## src/rtl/multiword_add_seq_if.sv

```systemverilog
// Request/response bundle for the word-serial multiword adder/subtractor.
// The master issues operands and consumes the result; the slave is the adder.
interface multiword_add_seq_if #(
    parameter int unsigned NW = 4
);
    localparam int unsigned DATA_W = 16 * NW;

    logic              in_valid;
    logic              in_ready;
    logic [DATA_W-1:0] a;
    logic [DATA_W-1:0] b;
    logic              sub;
    logic              out_valid;
    logic              out_ready;
    logic [DATA_W-1:0] result;
    logic              sign;
    logic              carry;
    logic              overflow;
    logic              parity;
    logic              zero;
    logic              busy;

    modport master (
        output in_valid, a, b, sub, out_ready,
        input  in_ready, out_valid, result, sign, carry, overflow, parity, zero, busy
    );

    modport slave (
        input  in_valid, a, b, sub, out_ready,
        output in_ready, out_valid, result, sign, carry, overflow, parity, zero, busy
    );
endinterface

```

## src/rtl/multiword_add_seq.sv

```systemverilog
// Word-serial NW x 16-bit adder/subtractor: one shared 16-bit slice walks the
// operands LSW to MSW, then holds result and flags until the consumer takes them.
module multiword_add_seq #(
    parameter int unsigned NW = 4
) (
    input  logic                  clk,
    input  logic                  rst_n,
    multiword_add_seq_if.slave    bus
);
    localparam int unsigned WORD_W = 16;
    localparam int unsigned DATA_W = WORD_W * NW;
    localparam int unsigned IDX_W  = $clog2(NW);

    typedef enum logic [1:0] {
        IDLE = 2'd0,
        EXEC = 2'd1,
        DONE = 2'd2
    } state_t;

    state_t             state_q;
    logic [IDX_W-1:0]   idx_q;
    logic               c_q;
    logic [DATA_W-1:0]  a_q;
    logic [DATA_W-1:0]  b_q;
    logic               sub_q;
    logic [DATA_W-1:0]  result_q;
    logic               sign_q;
    logic               carry_q;
    logic               overflow_q;
    logic               parity_q;
    logic               zero_q;
    logic               in_ready_q;
    logic               out_valid_q;
    logic               busy_q;

    logic [WORD_W-1:0]  a_word;
    logic [WORD_W-1:0]  b_eff;
    logic [WORD_W:0]    slice;
    logic [DATA_W-1:0]  result_next;
    logic               last_word;
    logic               msb_a;
    logic               msb_b_eff;
    logic               msb_res;

    // The single adder slice, steered by the current word index
    always_comb begin
        a_word      = a_q[WORD_W * 32'(idx_q) +: WORD_W];
        b_eff       = b_q[WORD_W * 32'(idx_q) +: WORD_W] ^ {WORD_W{sub_q}};
        slice       = (WORD_W+1)'(a_word) + (WORD_W+1)'(b_eff) + (WORD_W+1)'(c_q);
        result_next = result_q;
        result_next[WORD_W * 32'(idx_q) +: WORD_W] = slice[WORD_W-1:0];
        last_word   = (idx_q == IDX_W'(NW - 1));
        msb_a       = a_q[DATA_W-1];
        msb_b_eff   = b_q[DATA_W-1] ^ sub_q;
        msb_res     = result_next[DATA_W-1];
    end

    // Control FSM with registered handshake outputs and flags
    always_ff @(posedge clk or negedge rst_n) begin
        if (!rst_n) begin
            state_q     <= IDLE;
            idx_q       <= '0;
            c_q         <= 1'b0;
            a_q         <= '0;
            b_q         <= '0;
            sub_q       <= 1'b0;
            result_q    <= '0;
            sign_q      <= 1'b0;
            carry_q     <= 1'b0;
            overflow_q  <= 1'b0;
            parity_q    <= 1'b0;
            zero_q      <= 1'b0;
            in_ready_q  <= 1'b1;
            out_valid_q <= 1'b0;
            busy_q      <= 1'b0;
        end else begin
            case (state_q)
                IDLE: begin
                    if (bus.in_valid) begin
                        a_q        <= bus.a;
                        b_q        <= bus.b;
                        sub_q      <= bus.sub;
                        c_q        <= bus.sub;
                        idx_q      <= '0;
                        state_q    <= EXEC;
                        in_ready_q <= 1'b0;
                        busy_q     <= 1'b1;
                    end
                end
                EXEC: begin
                    result_q <= result_next;
                    c_q      <= slice[WORD_W];
                    if (last_word) begin
                        carry_q     <= slice[WORD_W];
                        sign_q      <= msb_res;
                        // Like-signed operands producing an opposite-signed result
                        overflow_q  <= (msb_a == msb_b_eff) && (msb_res != msb_a);
                        parity_q    <= ~^result_next;
                        zero_q      <= ~|result_next;
                        state_q     <= DONE;
                        out_valid_q <= 1'b1;
                    end else begin
                        idx_q <= idx_q + IDX_W'(1);
                    end
                end
                DONE: begin
                    if (bus.out_ready) begin
                        state_q     <= IDLE;
                        out_valid_q <= 1'b0;
                        busy_q      <= 1'b0;
                        in_ready_q  <= 1'b1;
                    end
                end
                default: begin
                    state_q     <= IDLE;
                    out_valid_q <= 1'b0;
                    busy_q      <= 1'b0;
                    in_ready_q  <= 1'b1;
                end
            endcase
        end
    end

    assign bus.in_ready  = in_ready_q;
    assign bus.out_valid = out_valid_q;
    assign bus.busy      = busy_q;
    assign bus.result    = result_q;
    assign bus.sign      = sign_q;
    assign bus.carry     = carry_q;
    assign bus.overflow  = overflow_q;
    assign bus.parity    = parity_q;
    assign bus.zero      = zero_q;
endmodule
```

## src/flat_wrapper.sv

```systemverilog
// flat-port wrapper written by rule: the top's interface ports become plain ports
module multiword_add_seq_flat 
#(
    parameter int unsigned NW = 4
)
  (clk, rst_n, bus_in_valid, bus_a, bus_b, bus_sub, bus_out_ready, bus_in_ready, bus_out_valid, bus_result, bus_sign, bus_carry, bus_overflow, bus_parity, bus_zero, bus_busy);
  multiword_add_seq_if #(.NW(NW)) bus_i ();
  input  logic clk;
  input  logic rst_n;
  input wire logic [$bits(bus_i.in_valid)-1:0] bus_in_valid;
  input wire logic [$bits(bus_i.a)-1:0] bus_a;
  input wire logic [$bits(bus_i.b)-1:0] bus_b;
  input wire logic [$bits(bus_i.sub)-1:0] bus_sub;
  input wire logic [$bits(bus_i.out_ready)-1:0] bus_out_ready;
  output wire logic [$bits(bus_i.in_ready)-1:0] bus_in_ready;
  output wire logic [$bits(bus_i.out_valid)-1:0] bus_out_valid;
  output wire logic [$bits(bus_i.result)-1:0] bus_result;
  output wire logic [$bits(bus_i.sign)-1:0] bus_sign;
  output wire logic [$bits(bus_i.carry)-1:0] bus_carry;
  output wire logic [$bits(bus_i.overflow)-1:0] bus_overflow;
  output wire logic [$bits(bus_i.parity)-1:0] bus_parity;
  output wire logic [$bits(bus_i.zero)-1:0] bus_zero;
  output wire logic [$bits(bus_i.busy)-1:0] bus_busy;
  assign bus_i.in_valid = bus_in_valid;
  assign bus_i.a = bus_a;
  assign bus_i.b = bus_b;
  assign bus_i.sub = bus_sub;
  assign bus_i.out_ready = bus_out_ready;
  assign bus_in_ready = bus_i.in_ready;
  assign bus_out_valid = bus_i.out_valid;
  assign bus_result = bus_i.result;
  assign bus_sign = bus_i.sign;
  assign bus_carry = bus_i.carry;
  assign bus_overflow = bus_i.overflow;
  assign bus_parity = bus_i.parity;
  assign bus_zero = bus_i.zero;
  assign bus_busy = bus_i.busy;
  multiword_add_seq #(.NW(NW)) u_core (.clk(clk), .rst_n(rst_n), .bus(bus_i));
endmodule
```

## config.mk

```make
export PLATFORM = sky130hd
export DESIGN_NAME = multiword_add_seq_flat
export DESIGN_NICKNAME = d
export VERILOG_FILES = /design/src/rtl/multiword_add_seq_if.sv /design/src/rtl/multiword_add_seq.sv /design/src/flat_wrapper.sv
export SDC_FILE = /design/constraint.sdc
export NUM_CORES = 1
export LEC_CHECK = 0
export ABC_AREA = 1
export BUFFER_PORTS_ARGS = -buffer_cell sky130_fd_sc_hd__buf_2
export CAP_MARGIN = 25
export CELL_PAD_IN_SITES_DETAIL_PLACEMENT = 0
export CELL_PAD_IN_SITES_GLOBAL_PLACEMENT = 2
export CORE_UTILIZATION = 32
export DETAILED_ROUTE_END_ITERATION = 8
export GPL_TIMING_DRIVEN = 0
export MAX_ROUTING_LAYER = met4
export PLACE_DENSITY_LB_ADDON = 0.1
export SLEW_MARGIN = 20
export SYNTH_ARGS = -nofsm -noshare
export SYNTH_HDL_FRONTEND = slang
export SYNTH_SLANG_ARGS = --single-unit
```

## constraint.sdc

```tcl
create_clock -name clk -period 4.9 [get_ports clk]
set_input_delay 0 -clock clk [delete_from_list [all_inputs] [get_ports clk]]
set_output_delay 0 -clock clk [all_outputs]
set_load 0.03 [all_outputs]
```

==> summary.md <==
| Metric | Value |
|---|---|
| Status | completed |
| Post-Syn Area | 11400 um2 |
| RSZ-0062 raised after global routing | false |
| Post-DP HPWL | 31.6 mm |
| CP dominant cell by count | nand2_1 |
| Crit Reg-Reg Startpoint | u_core.idx_q[0] |
| R2R depth | 31 |
| Sink Count | 206 |
| Area occupied by multi-input gates | 6240 um2 |
| Fillers | 3657 |
| Clock Path Buffers | 3 |
| Seq/Total Area, Yosys | 45.1% |
| Max stage delay cell, worst path | dfrtp_1 |
| Reg area | 5160 um2 |
| CP arrival | 5050 ps |
| Main flop type after synthesis | dfrtp_1 |
| GRT Total Usage | 24.4% |
| Max-cap viol count | 0 |
| Initial Util | 32.8% |
| Cell Rows | 68 |
| Hold crit path type | in -> async |
| Flip-flop and latch count after synthesis | 206 |
| Vias per cell | 4.71 |
| Final hold vios | 0 |
| Die height | 191 um |
| Setup TNS | 0 ps |
| CTS clk-pin slew, worst paths | 60 ps |
| Number of global-route vias before repair | 11271 |
| Final setup viols | 0 |
| Grt ovf | 0 |
| Final WL | 42.8 mm |
| Reg-to-reg slack, setup | 280 ps |
| Iter 0 DRT Violations | 561 |
| Die area | 36500 um2 |
| Final ANT Viol Nets | 0 |
| Utilization after layout | 47.0% |
| R2R Path End | u_core.bus.parity |
| CP Max Fanout | 10 |
| Fmax | 217 MHz |
| DR DRC count | 0 |
| First-pass GRT wire length | 65.1 mm |
| Worst Setup SP | u_core.idx_q[0] |
| Slew margin rel. | 37.0% |
| Slew @ Worst Pin | 934 ps |
| Cell taking the most area after synthesis | dfrtp_1 |
| Minimum clock period | 4620 ps |
| CP endpoint kind | flop |
| # nets final | 2083 |
| Gate Count Post-Synth | 1510 |
| Yosys top cell area share | 44.8% |
| Antenna Cells | 0 |
| Critical Path RT | 5330 ps |
| Fraction of layout cells with a size suffix above 1 | 22.1% |
| Crit-path max cell delay | 400 ps |
| EDFF count, synth | 0 |
| Largest net degree at the start of global routing | 94 |
| Yosys warns | 0 |
| Post-synthesis cell type count | 45 |
| CTS root buffer | clkbuf_16 |
| Chip width | 191 um |
| Crit path capture | u_core.bus.parity |
| Commonest non-fill, non-tap cell in the layout | nand2_1 |
| Worst skew pair latency | 540 ps |
| Via Count | 11147 |
| Htree depth | 1 |
| Num CTS Buffers | 26 |
| Syn_nets | 1697 |
| Area Growth Syn to Fin | 43.2% |
| TritonCTS clock tree | yes |
| Fin. max-slew vios | 0 |
| Initial antenna violation count | 0 |
| Top post-synthesis cells by area | dfrtp_1 (45%), nand2_1 (20%), o21ai_0 (5.8%) |
| Wire per inst | 18.1 um |
| Asr flop ratio synth | 100% |
| Pre-antenna DRT Iters | 7 |
| Port bufs | 204 |
| Placer congestion estimate | 0.913 |
| Boundary Pins | 205 |
| Commonest non-fill, non-tap cells in the layout | nand2_1 (608), buf_2 (204), dfrtp_1 (204), dlygate4sd3_1 (131), o21ai_0 (124) |
| Crit path kind | reg -> reg |
| Core footprint | 34900 um2 |
| Crit start category | flop |
| Worst Skew | 14.7 ps |
| Period utilization | 94.2% |
| Post-Syn Area per Cell | 7.58 um2 |
[routing by layer]
layer  up-vias  routed length, um  track usage, %
met5         -                  0               -
met4         0                904            5.40
met3        49               1620            2.31
met2       250              21200            41.7
met1      5280              19100            31.2
li1       5568                  -               -
[Yosys cell counts (5+ instances only)]
cell type	count
nand2_1	618
dfrtp_1	205
o21ai_0	132
inv_1	126
nor2_1	86
clkbuf_1	55
ha_1	52
o22ai_1	47
xor2_1	27
xnor2_1	26
nand3_1	22
nand4_1	15
a21oi_1	13
o21ai_1	12
buf_1	11
a22o_1	7
a31oi_1	5
inv_2	5
[kinds of logic after synthesis]
group	Yosys count	synth area share [%]
xor gates and xnor gates	55	4.34
AOI/OAI and AO/OA	231	11.4
DFF	206	45.1
adders and majority gates	54	6.04
and+or+nand+nor	756	25.9
buffers and inverters	208	7.22
[how the worst min path moves through the flow]
stage          slack [ps]                     to  cells after the start
2_1_floorplan        -300          u_core.a_q[0]                      0
3_3_place_gp          200         u_core.b_q[39]                      3
3_5_place_dp         -130  u_core.bus.result[52]                      1
4_1_cts                10  u_core.bus.result[52]                      3
5_1_grt                30  u_core.bus.result[52]                      3
6_report               20  u_core.bus.result[52]                      3
[what timing repair did]
item	in CTS	in global routing
pin swaps	14	50
hold buffers	132	0
endpoints found under the setup margin	2	2
gates resized for setup	95	125
cloned	0	1
endpoints found under the hold margin	336	0
buffers inserted	10	11
[state kept, by name, indices dropped and copies added (netlist names), 2 cells and up]
signal and flops:
u_core.a_q 64, u_core.bus.result 64, u_core.state_q 2, u_core.b_q 64, u_core.idx_q 2
[through the flow]
step	instances	instance area (um2)	hold WS (ps)	setup slack [ps]
detailed placement	2171	13100	-132	-1160
global route	2368	16400	34.4	5.33
CTS	2357	15800	13.0	0.965
finish	2368	16400	17.5	283
global placement	2169	13000	197	-1150
floorplan	1510	11400	-296	544
[critical path, delay by kind of cell, from the launching register on]
kind	cells	cell delay, ps
fa+ha+maj	2	580
flops	1	400
buf+inv	7	880
simple gates	15	1290
compound gates	5	1030
xor+xnor	2	300
[final cells by class]
| class | instances | share of cell area (%) |
|---|---|---|
| clock inverter | 4 | 0.145 |
| timing repair buffer | 359 | 16.0 |
| timing repair inverter | 1 | 0.0535 |
| clock buffer | 41 | 4.87 |
| multi-input combinational | 1096 | 38.1 |
| buffer | 71 | 2.73 |
| sequential | 206 | 31.5 |
| inverter | 135 | 3.18 |
| tap | 455 | 3.47 |
Power is not shown: default switching activity piles up to over one toggle a cycle in this logic, so the estimate is an artifact.
